File: src/rtl/switch_sched_pkg.sv
// Shared definitions for the switch toggle scheduler: the switch count, the
// scheduler state encoding and the round-robin picker.
package switch_sched_pkg;

    localparam int unsigned NUM_SW = 4;

    typedef enum logic [1:0] {
        IDLE  = 2'd0,
        GRANT = 2'd1,
        HOLD  = 2'd2
    } state_t;

    typedef struct packed {
        logic       valid;
        logic [1:0] idx;
    } rr_pick_t;

    // Picks the first set bit starting at (last+1) mod 4 and wrapping; the
    // 2-bit add performs the wrap. valid=0 when nothing is pending.
    function automatic rr_pick_t rr_pick(input logic [NUM_SW-1:0] pending,
                                         input logic [1:0]        last);
        rr_pick_t   r;
        logic [1:0] cand;
        r.valid = 1'b0;
        r.idx   = '0;
        for (int unsigned i = 1; i <= NUM_SW; i++) begin
            cand = last + 2'(i);
            if (!r.valid && pending[cand]) begin
                r.valid = 1'b1;
                r.idx   = cand;
            end
        end
        return r;
    endfunction

endpackage

File: src/rtl/switch_toggle_scheduler_if.sv
// Pin bundle between the raw push-buttons / LEDs and the scheduler.
//   i_Switch_1..4 : raw button levels, 1 = pressed
//   o_LED_1..4    : LED state, 1 = lit
//   o_Busy        : scheduler is granting or holding off
//   o_Drop        : one-cycle pulse, release lost because already pending
// master = board/stimulus side, slave = scheduler side.
interface switch_toggle_scheduler_if;

    logic i_Switch_1;
    logic i_Switch_2;
    logic i_Switch_3;
    logic i_Switch_4;
    logic o_LED_1;
    logic o_LED_2;
    logic o_LED_3;
    logic o_LED_4;
    logic o_Busy;
    logic o_Drop;

    modport master (
        output i_Switch_1, i_Switch_2, i_Switch_3, i_Switch_4,
        input  o_LED_1, o_LED_2, o_LED_3, o_LED_4, o_Busy, o_Drop
    );

    modport slave (
        input  i_Switch_1, i_Switch_2, i_Switch_3, i_Switch_4,
        output o_LED_1, o_LED_2, o_LED_3, o_LED_4, o_Busy, o_Drop
    );

endinterface

File: src/rtl/switch_debounce.sv
// Single push-button conditioner: 2-flop synchroniser, stability counter and
// a registered release strobe.
//   i_Clk, i_Rst_L : clock, asynchronous active-low reset
//   i_Raw          : raw asynchronous button level
//   o_Stable       : debounced level
//   o_Release      : one-cycle strobe when o_Stable falls 1->0
module switch_debounce #(
    parameter int unsigned DEBOUNCE_CYCLES = 250000
) (
    input  logic i_Clk,
    input  logic i_Rst_L,
    input  logic i_Raw,
    output logic o_Stable,
    output logic o_Release
);

    localparam int unsigned       CW      = $clog2(DEBOUNCE_CYCLES + 1);
    localparam logic [CW-1:0]     CNT_MAX = CW'(DEBOUNCE_CYCLES);

    logic          sync1_q;
    logic          sync2_q;
    logic          stable_q, stable_d;
    logic [CW-1:0] cnt_q, cnt_d, cnt_inc;
    logic          rel_q, rel_d;

    // The level is accepted on the DEBOUNCE_CYCLES-th consecutive cycle in
    // which the synchronised input differs from the stable level.
    always_comb begin
        cnt_inc  = cnt_q + 1'b1;
        stable_d = stable_q;
        cnt_d    = '0;
        if (sync2_q != stable_q) begin
            if (cnt_inc == CNT_MAX) begin
                stable_d = sync2_q;
            end else begin
                cnt_d = cnt_inc;
            end
        end
        rel_d = stable_q & ~stable_d;
    end

    always_ff @(posedge i_Clk or negedge i_Rst_L) begin
        if (!i_Rst_L) begin
            sync1_q  <= 1'b0;
            sync2_q  <= 1'b0;
            stable_q <= 1'b0;
            cnt_q    <= '0;
            rel_q    <= 1'b0;
        end else begin
            sync1_q  <= i_Raw;
            sync2_q  <= sync1_q;
            stable_q <= stable_d;
            cnt_q    <= cnt_d;
            rel_q    <= rel_d;
        end
    end

    assign o_Stable  = stable_q;
    assign o_Release = rel_q;

endmodule

File: src/rtl/switch_toggle_scheduler.sv
// Turns debounced button releases into LED toggles. Releases are latched as
// sticky pending flags; a round-robin scheduler applies one toggle at a time
// followed by a hold-off so each change stays visible.
//   i_Clk, i_Rst_L : clock, asynchronous active-low reset
//   sw_bus         : switch inputs, LED outputs, o_Busy and o_Drop
module switch_toggle_scheduler
    import switch_sched_pkg::*;
#(
    parameter int unsigned DEBOUNCE_CYCLES = 250000,
    parameter int unsigned HOLD_CYCLES     = 2500000
) (
    input logic                      i_Clk,
    input logic                      i_Rst_L,
    switch_toggle_scheduler_if.slave sw_bus
);

    localparam int unsigned   HW        = $clog2(HOLD_CYCLES + 1);
    localparam logic [HW-1:0] HOLD_LOAD = HW'(HOLD_CYCLES - 1);

    logic [NUM_SW-1:0] raw;
    logic [NUM_SW-1:0] rel;

    state_t            state_q, state_d;
    logic [1:0]        grant_q, grant_d;
    logic [1:0]        last_q, last_d;
    logic [HW-1:0]     hold_q, hold_d;
    logic [NUM_SW-1:0] pending_q, pending_d;
    logic [NUM_SW-1:0] led_q, led_d;
    logic              busy_q, busy_d;
    logic              drop_q, drop_d;
    logic [NUM_SW-1:0] clr;
    rr_pick_t          pick;

    assign raw = {sw_bus.i_Switch_4, sw_bus.i_Switch_3,
                  sw_bus.i_Switch_2, sw_bus.i_Switch_1};

    for (genvar i = 0; i < NUM_SW; i++) begin : g_deb
        switch_debounce #(
            .DEBOUNCE_CYCLES(DEBOUNCE_CYCLES)
        ) u_deb (
            .i_Clk     (i_Clk),
            .i_Rst_L   (i_Rst_L),
            .i_Raw     (raw[i]),
            .o_Stable  (),
            .o_Release (rel[i])
        );
    end

    always_comb begin
        pick    = rr_pick(pending_q, last_q);
        state_d = state_q;
        grant_d = grant_q;
        last_d  = last_q;
        hold_d  = hold_q;
        led_d   = led_q;
        clr     = '0;
        case (state_q)
            IDLE: begin
                if (pick.valid) begin
                    grant_d = pick.idx;
                    state_d = GRANT;
                end
            end
            GRANT: begin
                led_d[grant_q] = ~led_q[grant_q];
                clr[grant_q]   = 1'b1;
                last_d         = grant_q;
                hold_d         = HOLD_LOAD;
                state_d        = HOLD;
            end
            HOLD: begin
                if (hold_q == '0) begin
                    state_d = IDLE;
                end else begin
                    hold_d = hold_q - 1'b1;
                end
            end
            default: state_d = IDLE;
        endcase
        // A release landing on the grant cycle of its own switch re-arms the
        // flag (set after clear), so it is kept rather than dropped.
        pending_d = (pending_q & ~clr) | rel;
        drop_d    = |(rel & pending_q & ~clr);
        busy_d    = (state_d != IDLE);
    end

    always_ff @(posedge i_Clk or negedge i_Rst_L) begin
        if (!i_Rst_L) begin
            state_q   <= IDLE;
            grant_q   <= '0;
            last_q    <= 2'd3;
            hold_q    <= '0;
            pending_q <= '0;
            led_q     <= '0;
            busy_q    <= 1'b0;
            drop_q    <= 1'b0;
        end else begin
            state_q   <= state_d;
            grant_q   <= grant_d;
            last_q    <= last_d;
            hold_q    <= hold_d;
            pending_q <= pending_d;
            led_q     <= led_d;
            busy_q    <= busy_d;
            drop_q    <= drop_d;
        end
    end

    assign sw_bus.o_LED_1 = led_q[0];
    assign sw_bus.o_LED_2 = led_q[1];
    assign sw_bus.o_LED_3 = led_q[2];
    assign sw_bus.o_LED_4 = led_q[3];
    assign sw_bus.o_Busy  = busy_q;
    assign sw_bus.o_Drop  = drop_q;

endmodule

File: src/flat_wrapper.sv
// flat-port wrapper written by rule: the top's interface ports become plain ports
module switch_toggle_scheduler_flat import switch_sched_pkg::*;
#(
    parameter int unsigned DEBOUNCE_CYCLES = 250000,
    parameter int unsigned HOLD_CYCLES     = 2500000
)
  (i_Clk, i_Rst_L, sw_bus_i_Switch_1, sw_bus_i_Switch_2, sw_bus_i_Switch_3, sw_bus_i_Switch_4, sw_bus_o_LED_1, sw_bus_o_LED_2, sw_bus_o_LED_3, sw_bus_o_LED_4, sw_bus_o_Busy, sw_bus_o_Drop);
  switch_toggle_scheduler_if sw_bus_i ();
  input logic i_Clk;
  input logic i_Rst_L;
  input wire logic [$bits(sw_bus_i.i_Switch_1)-1:0] sw_bus_i_Switch_1;
  input wire logic [$bits(sw_bus_i.i_Switch_2)-1:0] sw_bus_i_Switch_2;
  input wire logic [$bits(sw_bus_i.i_Switch_3)-1:0] sw_bus_i_Switch_3;
  input wire logic [$bits(sw_bus_i.i_Switch_4)-1:0] sw_bus_i_Switch_4;
  output wire logic [$bits(sw_bus_i.o_LED_1)-1:0] sw_bus_o_LED_1;
  output wire logic [$bits(sw_bus_i.o_LED_2)-1:0] sw_bus_o_LED_2;
  output wire logic [$bits(sw_bus_i.o_LED_3)-1:0] sw_bus_o_LED_3;
  output wire logic [$bits(sw_bus_i.o_LED_4)-1:0] sw_bus_o_LED_4;
  output wire logic [$bits(sw_bus_i.o_Busy)-1:0] sw_bus_o_Busy;
  output wire logic [$bits(sw_bus_i.o_Drop)-1:0] sw_bus_o_Drop;
  assign sw_bus_i.i_Switch_1 = sw_bus_i_Switch_1;
  assign sw_bus_i.i_Switch_2 = sw_bus_i_Switch_2;
  assign sw_bus_i.i_Switch_3 = sw_bus_i_Switch_3;
  assign sw_bus_i.i_Switch_4 = sw_bus_i_Switch_4;
  assign sw_bus_o_LED_1 = sw_bus_i.o_LED_1;
  assign sw_bus_o_LED_2 = sw_bus_i.o_LED_2;
  assign sw_bus_o_LED_3 = sw_bus_i.o_LED_3;
  assign sw_bus_o_LED_4 = sw_bus_i.o_LED_4;
  assign sw_bus_o_Busy = sw_bus_i.o_Busy;
  assign sw_bus_o_Drop = sw_bus_i.o_Drop;
  switch_toggle_scheduler #(.DEBOUNCE_CYCLES(DEBOUNCE_CYCLES), .HOLD_CYCLES(HOLD_CYCLES)) u_core (.i_Clk(i_Clk), .i_Rst_L(i_Rst_L), .sw_bus(sw_bus_i));
endmodule
File: config.mk
export PLATFORM = sky130hd
export DESIGN_NAME = switch_toggle_scheduler_flat
export DESIGN_NICKNAME = d
export VERILOG_FILES = /design/src/rtl/switch_sched_pkg.sv /design/src/rtl/switch_toggle_scheduler_if.sv /design/src/rtl/switch_debounce.sv /design/src/rtl/switch_toggle_scheduler.sv /design/src/flat_wrapper.sv
export SDC_FILE = /design/constraint.sdc
export NUM_CORES = 1
export LEC_CHECK = 0
export ABC_AREA = 1
export BUFFER_PORTS_ARGS = -buffer_cell sky130_fd_sc_hd__buf_2
export CORE_MARGIN = 3
export CORE_UTILIZATION = 64
export DETAILED_ROUTE_END_ITERATION = 10
export HOLD_SLACK_MARGIN = 0.15
export PLACE_DENSITY = 0.82
export SYNTH_ARGS = -nofsm -noshare
export SYNTH_HDL_FRONTEND = slang
export SYNTH_HIERARCHICAL = 1
export SYNTH_SLANG_ARGS = --single-unit
File: constraint.sdc
create_clock -name i_Clk -period 1.96 [get_ports i_Clk]
set_input_delay 0.098 -clock i_Clk [delete_from_list [all_inputs] [get_ports i_Clk]]
set_output_delay 0.098 -clock i_Clk [all_outputs]
set_load 0.02 [all_outputs]
==> impl_metrics.json, run 1 <==
{
  "place_ws_ns": 0.00509,
  "tritoncts": "done",
  "timing.critical_path.to_type": "register",
  "n_fill_cell": 808,
  "place_congestion": 0.913,
  "netlist.area_leader.share": 0.391,
  "drt_antenna_net_count": 0,
  "finalCriticalPeriod_ns": 1.91,
  "drv_slew": 0,
  "max-vdd-ir-drop_uv": 731,
  "root_buffer": "sky130_fd_sc_hd__clkbuf_16",
  "final_hold_viol_count": 0,
  "ios": 12,
  "power.density_nw_per_um2": 623,
  "crit_path_top_delay_cell": "sky130_fd_sc_hd__dfrtp_1",
  "timing.final.setup_violations": 0,
  "netlist_area_um2": 7940,
  "drt_pass1_iterations": 7,
  "dp_hpwl_mm": 12.8,
  "run_status": "completed",
  "routedWlPerCell_um": 14.1,
  "ratio_of_cells_with_drive_above_1_in_the_final_layout": 0.225,
  "avgSynthCellArea_um2": 7.22,
  "setup_ws_ns": 0.0503,
  "synthCells": 1100,
  "synth_top_flop_cell": "sky130_fd_sc_hd__dfrtp_1",
  "p_leak_nw": 4.30,
  "globalRouteOverflowTotal": 0,
  "initial_utilization": 0.659,
  "wl_mm": 18.9,
  "synthArstFlopShare": 1.00,
  "crit_top_cell": "sky130_fd_sc_hd__nor2_2",
  "grt_start_max_net_pins": 56,
  "achievable-frequency_ghz": 0.524,
  "drtIter0Drc": 627,
  "grt_usage": 0.265,
  "final_cell_area_um2": 9340,
  "placementRows": 40,
  "synth_enable_flop_cells": 0,
  "yosysSeqAreaShare": 0.397,
  "path_cells": "nand2_1 > nor2_2 > nand3_2 > nand2_2 > nand2_2 > nor2_4 > nand2_1 > nor2_2 > nand2_4 > nand2_8 > nor2_2",
  "worstPathRequired_ns": 2.26,
  "ctsLongestPathBuffers": 2,
  "detail_route.drc_violations": 0,
  "most_common_cell_after_layout_fill_and_taps_aside": "sky130_fd_sc_hd__nand2_1",
  "dp_cells": 1289,
  "cts_inserted_buffers": 17,
  "h-tree-depth": 4,
  "die_width_um": 117,
  "flow.area_growth_from_synthesis_pct": 17.6,
  "yosys-top-cells-area": "sky130_fd_sc_hd__dfrtp_1 (39%), sky130_fd_sc_hd__nand2_1 (15%), sky130_fd_sc_hd__nor2_1 (7.1%)",
  "yosys_warnings": 6,
  "cts_num_sinks": 126,
  "post-route-util": 0.774,
  "critical_path_arrival_ns": 2.21,
  "final_nets": 1172,
  "core-area_um2": 12100,
  "synth.ff_latch_count": 126,
  "maxCapViolations": 0,
  "multi_input_area_um2": 4550,
  "final_cell_count_no_fill": 1341,
  "worstHoldPathType": "in -> async",
  "critPathMaxStageDelay_ns": 0.42,
  "skew_ns": 0.00460,
  "die_h_um": 117,
  "netlist.top_cell.by_area": "sky130_fd_sc_hd__dfrtp_1",
  "path_class": "reg -> reg",
  "num_antenna_cells": 0,
  "timing.setup.tns_ns": 0,
  "place.port_buffers": 11,
  "crit_fanout": 5,
  "mappedNetlistNets": 1112,
  "fin_crit_sh": 0.974,
  "clk_pin_slew_worst_paths_ns": 0.05,
  "mostFrequentLayoutCells": "sky130_fd_sc_hd__nand2_1 (309), sky130_fd_sc_hd__nor2_1 (133), sky130_fd_sc_hd__inv_1 (126), sky130_fd_sc_hd__dfrtp_1 (117), sky130_fd_sc_hd__nand3_1 (71)",
  "ff2ff_setup_slack_ns": 0.05,
  "timing.critical_path.from_type": "register",
  "via_count": 7397,
  "relSlewSlack": 0.648,
  "grt_first_pass_wirelength_mm": 30.3,
  "number_of_global_route_vias_before_repair": 6751,
  "detail_route.vias_per_cell": 5.52,
  "synth_cell_types": 39,
  "final-seq-area_um2": 3160,
  "placed_area_um2": 8310,
  "die-area_um2": 13800,
  "tightest_slew_ns": 0.528,
  "antenna_found_initial": 0,
  "clk_latency_ns": 0.41
}
==> path summary, 6_finish.rpt <==
kind,startpoint,to,cells after the start
min reg2reg,u_core/g_deb[3].u_deb/sync1_q$_DFF_PN0_,u_core/g_deb[3].u_deb/sync2_q$_DFF_PN0_,0
max in group asynchronous,i_Rst_L,u_core/last_q[0]$_DFFE_PN1P_,3
max reg2reg,u_core/g_deb[2].u_deb/cnt_q[6]$_DFF_PN0_,u_core/g_deb[2].u_deb/cnt_q[12]$_DFF_PN0_,11
max,u_core/g_deb[2].u_deb/cnt_q[6]$_DFF_PN0_,u_core/g_deb[2].u_deb/cnt_q[12]$_DFF_PN0_,11
min in group i_Clk,sw_bus_i_Switch_1,u_core/g_deb[0].u_deb/sync1_q$_DFF_PN0_,2
min,i_Rst_L,u_core/hold_q[20]$_DFFE_PN0P_,2
==> cells by family after synthesis <==
logic type,after synthesis,share of synthesized area
AND/OR/NAND/NOR,749,0.455
buffers and inverters,141,0.0709
flip-flops,126,0.397
AO/OA/AOI/OAI,60,0.0469
XOR/XNOR,16,0.0176
adder cells (fa/ha/maj),6,0.00945
multiplexers,2,0.00284
==> metal layers <==
layer | routed length [um] | track usage
met4 | 361 | 0.0946
met1 | 8010 | 0.346
met2 | 9230 | 0.434
met3 | 1310 | 0.0617
met5 | 0 | 0
==> flip-flops by register name (all words and copies together), names as in the netlist <==
| register | flops |
|---|---|
| u_core/g_deb.u_deb/sync2_q | 4 |
| u_core/g_deb.u_deb/sync1_q | 4 |
| u_core/hold_q | 22 |
| u_core/g_deb.u_deb/o_Release | 4 |
| u_core/g_deb.u_deb/cnt_q | 72 |
| u_core/pending_q | 4 |
| u_core/grant_q | 2 |
| u_core/g_deb.u_deb/o_Stable | 4 |
| u_core/state_q | 2 |
| u_core/sw_bus.o_Busy | 1 |
| u_core/led_q | 4 |
| u_core/last_q | 2 |
| u_core/sw_bus.o_Drop | 1 |
==> synth_stat cells, types with 2 or more instances <==
cell type,n
sky130_fd_sc_hd__nor2_1,151
sky130_fd_sc_hd__nor3_1,10
sky130_fd_sc_hd__and2_1,4
sky130_fd_sc_hd__nand3_2,11
sky130_fd_sc_hd__o21ai_1,17
sky130_fd_sc_hd__nand3b_1,15
sky130_fd_sc_hd__o21bai_1,10
sky130_fd_sc_hd__nand2_2,32
sky130_fd_sc_hd__buf_6,3
sky130_fd_sc_hd__xnor2_1,4
sky130_fd_sc_hd__dfrtp_1,124
sky130_fd_sc_hd__o22ai_2,2
sky130_fd_sc_hd__inv_1,126
sky130_fd_sc_hd__a21oi_1,9
sky130_fd_sc_hd__o21ai_0,11
sky130_fd_sc_hd__o22ai_1,2
sky130_fd_sc_hd__xor2_1,12
sky130_fd_sc_hd__or2_2,2
sky130_fd_sc_hd__inv_2,7
sky130_fd_sc_hd__nand4_1,46
sky130_fd_sc_hd__nand2_1,320
sky130_fd_sc_hd__mux2_2,2
sky130_fd_sc_hd__o21ai_2,5
sky130_fd_sc_hd__nand3_1,73
sky130_fd_sc_hd__nor3_2,4
sky130_fd_sc_hd__nor2_4,17
sky130_fd_sc_hd__nand2_4,10
sky130_fd_sc_hd__ha_1,6
sky130_fd_sc_hd__dfstp_2,2
sky130_fd_sc_hd__nor2_2,54
==> worst max-delay path: cells and delay by family, from the launching register on <==
family,cells,cell delay [ns]
flip-flops,1,0.42
AND/OR/NAND/NOR,11,1.38
==> metrics by stage <==
| stage | hold slack, ns | total power [mW] |
|---|---|---|
| finish | 0.219 | 5.82 |
| CTS | 0.231 | 5.82 |
| detailed placement | 0.0981 | 2.88 |
| global route | 0.262 | 6.01 |
| floorplan | -0.198 | 2.78 |
| global placement | 0.103 | 2.88 |
==> layout make-up <==
| class | instances | share of cell area |
|---|---|---|
| Clock buffer | 25 | 0.0520 |
| Inverter | 136 | 0.0557 |
| Tap cell | 168 | 0.0225 |
| Multi-Input combinational cell | 836 | 0.487 |
| Sequential cell | 126 | 0.339 |
| Clock inverter | 7 | 0.00670 |
| Timing Repair Buffer | 43 | 0.0371 |
==> report_power, final <==
part | total [mW] | internal [mW] | switching, mW
sequential | 2.68 | 2.63 | 0.0413
clock | 2.92 | 1.83 | 1.08
combinational | 0.228 | 0.0869 | 0.141
total | 5.82 | 4.55 | 1.27
==> what timing repair did <==
| action | in CTS | in global routing |
|---|---|---|
| hold buffers | 5 | 0 |
| hold endpoints to repair | 128 | 0 |
| resized for setup | 3 | 69 |
| pin swaps | 1 | 31 |
| gates cloned | 0 | 3 |
| setup endpoints to repair | 10 | 44 |
| buffers inserted | 1 | 11 |
Note: power is estimated with default switching activity, not from simulation.
==> run 2, diff against run 1 <==
Settings changed: RECOVER_POWER from default to 100.
==> run 2 against run 1 <==
Against the previous run: non-clock buffer count unchanged; routed wire length down 0.15%; register-to-register slack about the same; core utilization decreased by 0.38 points; sequential cell count unchanged; global-route usage unchanged; critical path type unchanged.
==> impl_metrics.json, run 2 (synthesized netlist as in run 1, its figures left out) <==
{
  "run_status": "completed",
  "timing.final.setup_violations": 0,
  "relSlewSlack": 0.0575,
  "maxCapViolations": 0,
  "final_cell_area_um2": 9290,
  "n_fill_cell": 823,
  "grt_util_met1": 0.346,
  "clk_latency_ns": 0.41,
  "largest_register_ffs": 72,
  "tritoncts": "done",
  "drv_slew": 0,
  "grt_start_max_net_pins": 56,
  "ff2ff_setup_slack_ns": 0.07,
  "finalCriticalPeriod_ns": 1.89,
  "ratio_of_cells_with_drive_above_1_in_the_final_layout": 0.217,
  "flow.area_growth_from_synthesis_pct": 17.0,
  "number_of_global_route_vias_before_repair": 6751,
  "final_nets": 1172,
  "h-tree-depth": 4,
  "crit_fanout": 5,
  "cts_inserted_buffers": 17,
  "core-area_um2": 12100,
  "place_ws_ns": 0.00509,
  "drt_antenna_net_count": 0,
  "mostFrequentLayoutCells": "sky130_fd_sc_hd__nand2_1 (309), sky130_fd_sc_hd__nor2_1 (134), sky130_fd_sc_hd__inv_1 (126), sky130_fd_sc_hd__dfrtp_1 (117), sky130_fd_sc_hd__nand3_1 (71)",
  "most_common_cell_after_layout_fill_and_taps_aside": "sky130_fd_sc_hd__nand2_1",
  "final_hold_viol_count": 0,
  "power.density_nw_per_um2": 626,
  "cts_num_sinks": 126,
  "num_antenna_cells": 0,
  "ctsLongestPathBuffers": 2,
  "timing.critical_path.from_type": "register",
  "critical_path_arrival_ns": 2.20,
  "reg_top3": "u_core/g_deb.u_deb/cnt_q: 72 flops, u_core/hold_q: 22 flops",
  "drt_pass1_iterations": 6,
  "placed_area_um2": 8310,
  "fin_crit_sh": 0.967,
  "p_total_mw": 5.81,
  "multi_input_area_um2": 4530,
  "achievable-frequency_ghz": 0.528,
  "die-area_um2": 13800,
  "post-route-util": 0.771,
  "ios": 12,
  "root_buffer": "sky130_fd_sc_hd__clkbuf_16",
  "detail_route.vias_per_cell": 5.50,
  "worstPathRequired_ns": 2.27,
  "largest_register": "u_core/g_deb.u_deb/cnt_q",
  "wl_mm": 18.9,
  "globalRouteOverflowTotal": 0,
  "initial_utilization": 0.659,
  "max-vdd-ir-drop_uv": 728,
  "final-seq-area_um2": 3160,
  "antenna_found_initial": 0,
  "grt_max_usage_layer": "met2",
  "die_width_um": 117,
  "worstHoldPathType": "in -> reg",
  "tightest_slew_ns": 1.41,
  "drtIter0Drc": 644,
  "place.port_buffers": 11,
  "path_class": "reg -> reg",
  "timing.critical_path.to_type": "register",
  "p_leak_nw": 4.26,
  "grt_first_pass_wirelength_mm": 30.3,
  "detail_route.drc_violations": 0,
  "dp_hpwl_mm": 12.8,
  "routedWlPerCell_um": 14.1,
  "grt_util_met2": 0.434,
  "die_h_um": 117,
  "groute.layer.met3.usage": 0.0617,
  "clk_pin_slew_worst_paths_ns": 0.05,
  "place_congestion": 0.913,
  "setup_ws_ns": 0.0650,
  "grt_usage": 0.265,
  "via_count": 7370,
  "skew_ns": 0.00501,
  "placementRows": 40
}
[run 2: layout make-up]
class / instances / area share
clock buffer: 25 / 0.0522
sequential: 126 / 0.340
multi-input combinational: 836 / 0.488
inverter: 136 / 0.0560
tap: 168 / 0.0226
clock inverter: 7 / 0.00673
timing repair buffer: 43 / 0.0342
[run 2: power by group]
group	switching [mW]	total, mW	internal, mW
Combinational	0.140	0.222	0.0821
Clock	1.09	2.92	1.83
Sequential	0.0409	2.68	2.63
Total	1.27	5.81	4.55
[run 2: path summary, 6_finish.rpt]
check                                                         startpoint                                         to  cells past startpoint
worst max-delay path            u_core/g_deb[2].u_deb/cnt_q[6]$_DFF_PN0_  u_core/g_deb[2].u_deb/cnt_q[12]$_DFF_PN0_                     11
worst min-delay path                                   sw_bus_i_Switch_1    u_core/g_deb[0].u_deb/sync1_q$_DFF_PN0_                      2
worst max register to register  u_core/g_deb[2].u_deb/cnt_q[6]$_DFF_PN0_  u_core/g_deb[2].u_deb/cnt_q[12]$_DFF_PN0_                     11
worst min register to register   u_core/g_deb[3].u_deb/sync1_q$_DFF_PN0_    u_core/g_deb[3].u_deb/sync2_q$_DFF_PN0_                      0
max in group asynchronous                                        i_Rst_L               u_core/last_q[0]$_DFFE_PN1P_                      3
min in group asynchronous                                        i_Rst_L              u_core/hold_q[20]$_DFFE_PN0P_                      2
[run 2: what timing repair did]
action	CTS	global route
resized for setup	3	69
hold endpoints to repair	128	0
cloned	0	3
hold buffers	5	0
pin swaps	1	31
setup buffers	1	11
endpoints found under the setup margin	10	44
[run 2: worst max-delay path, stage by stage, from the launching register on]
cell                      delay, ns
sky130_fd_sc_hd__dfrtp_1       0.42
sky130_fd_sc_hd__nand2_1       0.18
sky130_fd_sc_hd__nor2_2        0.28
sky130_fd_sc_hd__nand3_2       0.14
sky130_fd_sc_hd__nand2_2       0.09
sky130_fd_sc_hd__nand2_2       0.08
sky130_fd_sc_hd__nor2_4        0.09
sky130_fd_sc_hd__nand2_1       0.06
sky130_fd_sc_hd__nor2_2        0.16
sky130_fd_sc_hd__nand2_4       0.12
sky130_fd_sc_hd__nand2_8       0.12
sky130_fd_sc_hd__nor2_2        0.05
[run 2: stage by stage]
stage	TNS [ns]	cells	hold slack, ns
final	0	1341	0.325
after global placement	0	1289	0.103
after CTS	0	1327	0.231
after global routing	-0.679	1341	0.317
after detailed placement	0	1289	0.0981
after floorplan	0	1100	-0.198
[run 2: per-layer routing]
layer,vias to the layer above,part of all wire
met5,-,0
met4,0,0.018
met3,40,0.065
met2,252,0.49
met1,3451,0.43
li1,3627,-
==> run 3, diff against run 2 <==
--- a/config.mk
+++ b/config.mk
@@ -18,2 +18,3 @@
 export SYNTH_HIERARCHICAL = 1
 export SYNTH_SLANG_ARGS = --single-unit
+export TNS_END_PERCENT = 10
==> constraint.sdc (replaced) <==
create_clock -name i_Clk -period 1.96 [get_ports i_Clk]
set_input_delay 0.196 -clock i_Clk [delete_from_list [all_inputs] [get_ports i_Clk]]
set_output_delay 0.196 -clock i_Clk [all_outputs]
set_load 0.02 [all_outputs]
==> run 3 against run 2 <==
Against the previous run: combinational power is 4% lower; clock power is 16% higher; via count is 1.0% higher; core utilization is 0.57 points higher; final cell count is 0.15% higher; sequential power hardly changed; highest routed layer unchanged.
==> impl_metrics.json, run 3 (synthesized netlist as in run 1, its figures left out) <==
{
  "routedWlPerCell_um": 14.4,
  "timing.critical_path.from_type": "register",
  "largest_register_ffs": 72,
  "crit_top_cell": "sky130_fd_sc_hd__nand2_1",
  "final_nets": 1174,
  "grt_start_max_net_pins": 58,
  "largest_register": "u_core/g_deb.u_deb/cnt_q",
  "place.port_buffers": 11,
  "die_width_um": 117,
  "reg_top3": "u_core/g_deb.u_deb/cnt_q: 72 flops, u_core/hold_q: 22 flops",
  "cts_inserted_buffers": 17,
  "antenna_found_initial": 0,
  "clk_latency_ns": 0.42,
  "ios": 12,
  "drt_antenna_net_count": 0,
  "critical_path_arrival_ns": 2.25,
  "globalRouteOverflowTotal": 0,
  "skew_ns": 0.00644,
  "timing.setup.tns_ns": 0,
  "fin_crit_sh": 0.993,
  "detail_route.drc_violations": 0,
  "path_cells": "nand3_1 > nor2_2 > nand3_1 > nand2_1 > nand2_1 > nor2_1 > nand2_1 > nor2_1 > nand2_4 > nand2_4 > nor2_2",
  "drv_slew": 0,
  "die-area_um2": 13800,
  "final_hold_viol_count": 0,
  "worstHoldPathType": "reg -> reg",
  "flow.area_growth_from_synthesis_pct": 17.9,
  "dp_hpwl_mm": 13.1,
  "place_congestion": 0.941,
  "p_total_mw": 6.27,
  "p_leak_nw": 4.32,
  "die_h_um": 117,
  "tightest_slew_ns": 1.19,
  "timing.critical_path.to_type": "register",
  "achievable-frequency_ghz": 0.514,
  "ratio_of_cells_with_drive_above_1_in_the_final_layout": 0.216,
  "h-tree-depth": 4,
  "worstPathBufferInverterCount": 0,
  "root_buffer": "sky130_fd_sc_hd__clkbuf_16",
  "tritoncts": "done",
  "detail_route.vias_per_cell": 5.54,
  "drt_pass1_iterations": 6,
  "number_of_global_route_vias_before_repair": 6785,
  "initial_utilization": 0.659,
  "setup_ws_ns": 0.0140,
  "grt_first_pass_wirelength_mm": 31.2,
  "via_count": 7444,
  "critPathMaxStageDelay_ns": 0.45,
  "place_ws_ns": -0.00719,
  "most_common_cell_after_layout_fill_and_taps_aside": "sky130_fd_sc_hd__nand2_1",
  "num_antenna_cells": 0,
  "crit_path_top_delay_cell": "sky130_fd_sc_hd__dfrtp_1",
  "path_class": "reg -> reg",
  "rsz_0062_raised_after_global_routing": "true",
  "cpLargestDelayFamily": "simple AND/OR/NAND/NOR gates",
  "clk_pin_slew_worst_paths_ns": 0.06,
  "timing.final.setup_violations": 0,
  "cts_num_sinks": 126,
  "mostFrequentLayoutCells": "sky130_fd_sc_hd__nand2_1 (314), sky130_fd_sc_hd__nor2_1 (135), sky130_fd_sc_hd__inv_1 (126), sky130_fd_sc_hd__dfrtp_1 (123), sky130_fd_sc_hd__nand3_1 (71)",
  "finalCriticalPeriod_ns": 1.95,
  "relSlewSlack": 0.204,
  "maxCapViolations": 0,
  "power.density_nw_per_um2": 669,
  "placementRows": 40,
  "grt_usage": 0.274,
  "worstPathRequired_ns": 2.27,
  "ctsLongestPathBuffers": 2,
  "wl_mm": 19.3,
  "run_status": "completed",
  "crit_fanout": 5,
  "max-vdd-ir-drop_uv": 928,
  "drtIter0Drc": 800,
  "core-area_um2": 12100
}
-- run 3: changes by cell type in the layout (fill, tap and decap cells not counted), moves of 6 or more --
| cell | previous run | this run |
|---|---|---|
| sky130_fd_sc_hd__nor2_2 | 69 | 63 |
| sky130_fd_sc_hd__dfrtp_1 | 117 | 123 |
| sky130_fd_sc_hd__buf_2 | 4 | 10 |
| sky130_fd_sc_hd__dfrtp_2 | 7 | 1 |
| sky130_fd_sc_hd__clkbuf_1 | 12 | 1 |
-- run 3: final cells by class --
type | count | area [um^2]
inverter | 136 | 526
multi-input combinational | 837 | 4520
timing repair buffer | 44 | 315
clock buffer | 19 | 453
clock inverter | 13 | 186
sequential | 126 | 3160
fill | 861 | 2700
tap | 168 | 210
-- run 3: timing repair --
item                                    in CTS  in global routing
resized for setup                            4                 56
gates cloned                                 1                  3
hold endpoints to repair                    77                  0
pin swaps                                    4                 27
setup buffers                                3                 12
endpoints found under the setup margin      20                 44
hold buffers                                 5                  0
-- run 3: layer usage --
metal	global-route usage	share of wire
met4	0.0887	0.027
met1	0.365	0.42
met5	0	0
met3	0.0656	0.066
met2	0.447	0.49
-- run 3: per-stage QoR --
| stage | hold WS, ns | instances | util | area [um^2] |
|---|---|---|---|---|
| after detailed placement | 0.163 | 1287 | 0.686 | 8280 |
| after CTS | 0.289 | 1328 | 0.747 | 9010 |
| final | 0.348 | 1343 | 0.776 | 9360 |
| after floorplan | -0.0996 | 1100 | - | 7940 |
| after global placement | 0.164 | 1287 | 0.686 | 8280 |
| after global routing | 0.364 | 1343 | 0.776 | 9360 |
-- run 3: final timing paths --
| path | to | cells after the start | slack [ns] | from |
|---|---|---|---|---|
| setup reg to reg | u_core/g_deb[0].u_deb/cnt_q[16]$_DFF_PN0_ | 11 | 0.01 | u_core/g_deb[0].u_deb/cnt_q[2]$_DFF_PN0_ |
| hold reg to reg | u_core/g_deb[0].u_deb/sync2_q$_DFF_PN0_ | 0 | 0.35 | u_core/g_deb[0].u_deb/sync1_q$_DFF_PN0_ |
| setup / recovery | u_core/g_deb[0].u_deb/cnt_q[16]$_DFF_PN0_ | 11 | 0.01 | u_core/g_deb[0].u_deb/cnt_q[2]$_DFF_PN0_ |
| min in group asynchronous | u_core/hold_q[18]$_DFFE_PN0P_ | 2 | 0.56 | i_Rst_L |
| max in group asynchronous | u_core/g_deb[3].u_deb/sync2_q$_DFF_PN0_ | 3 | 0.31 | i_Rst_L |
| hold / removal | u_core/g_deb[0].u_deb/sync2_q$_DFF_PN0_ | 0 | 0.35 | u_core/g_deb[0].u_deb/sync1_q$_DFF_PN0_ |
-- run 3: power by group --
group | internal [mW] | switching [mW]
combinational | 0.0734 | 0.139
sequential | 2.63 | 0.0360
clock | 2.20 | 1.19
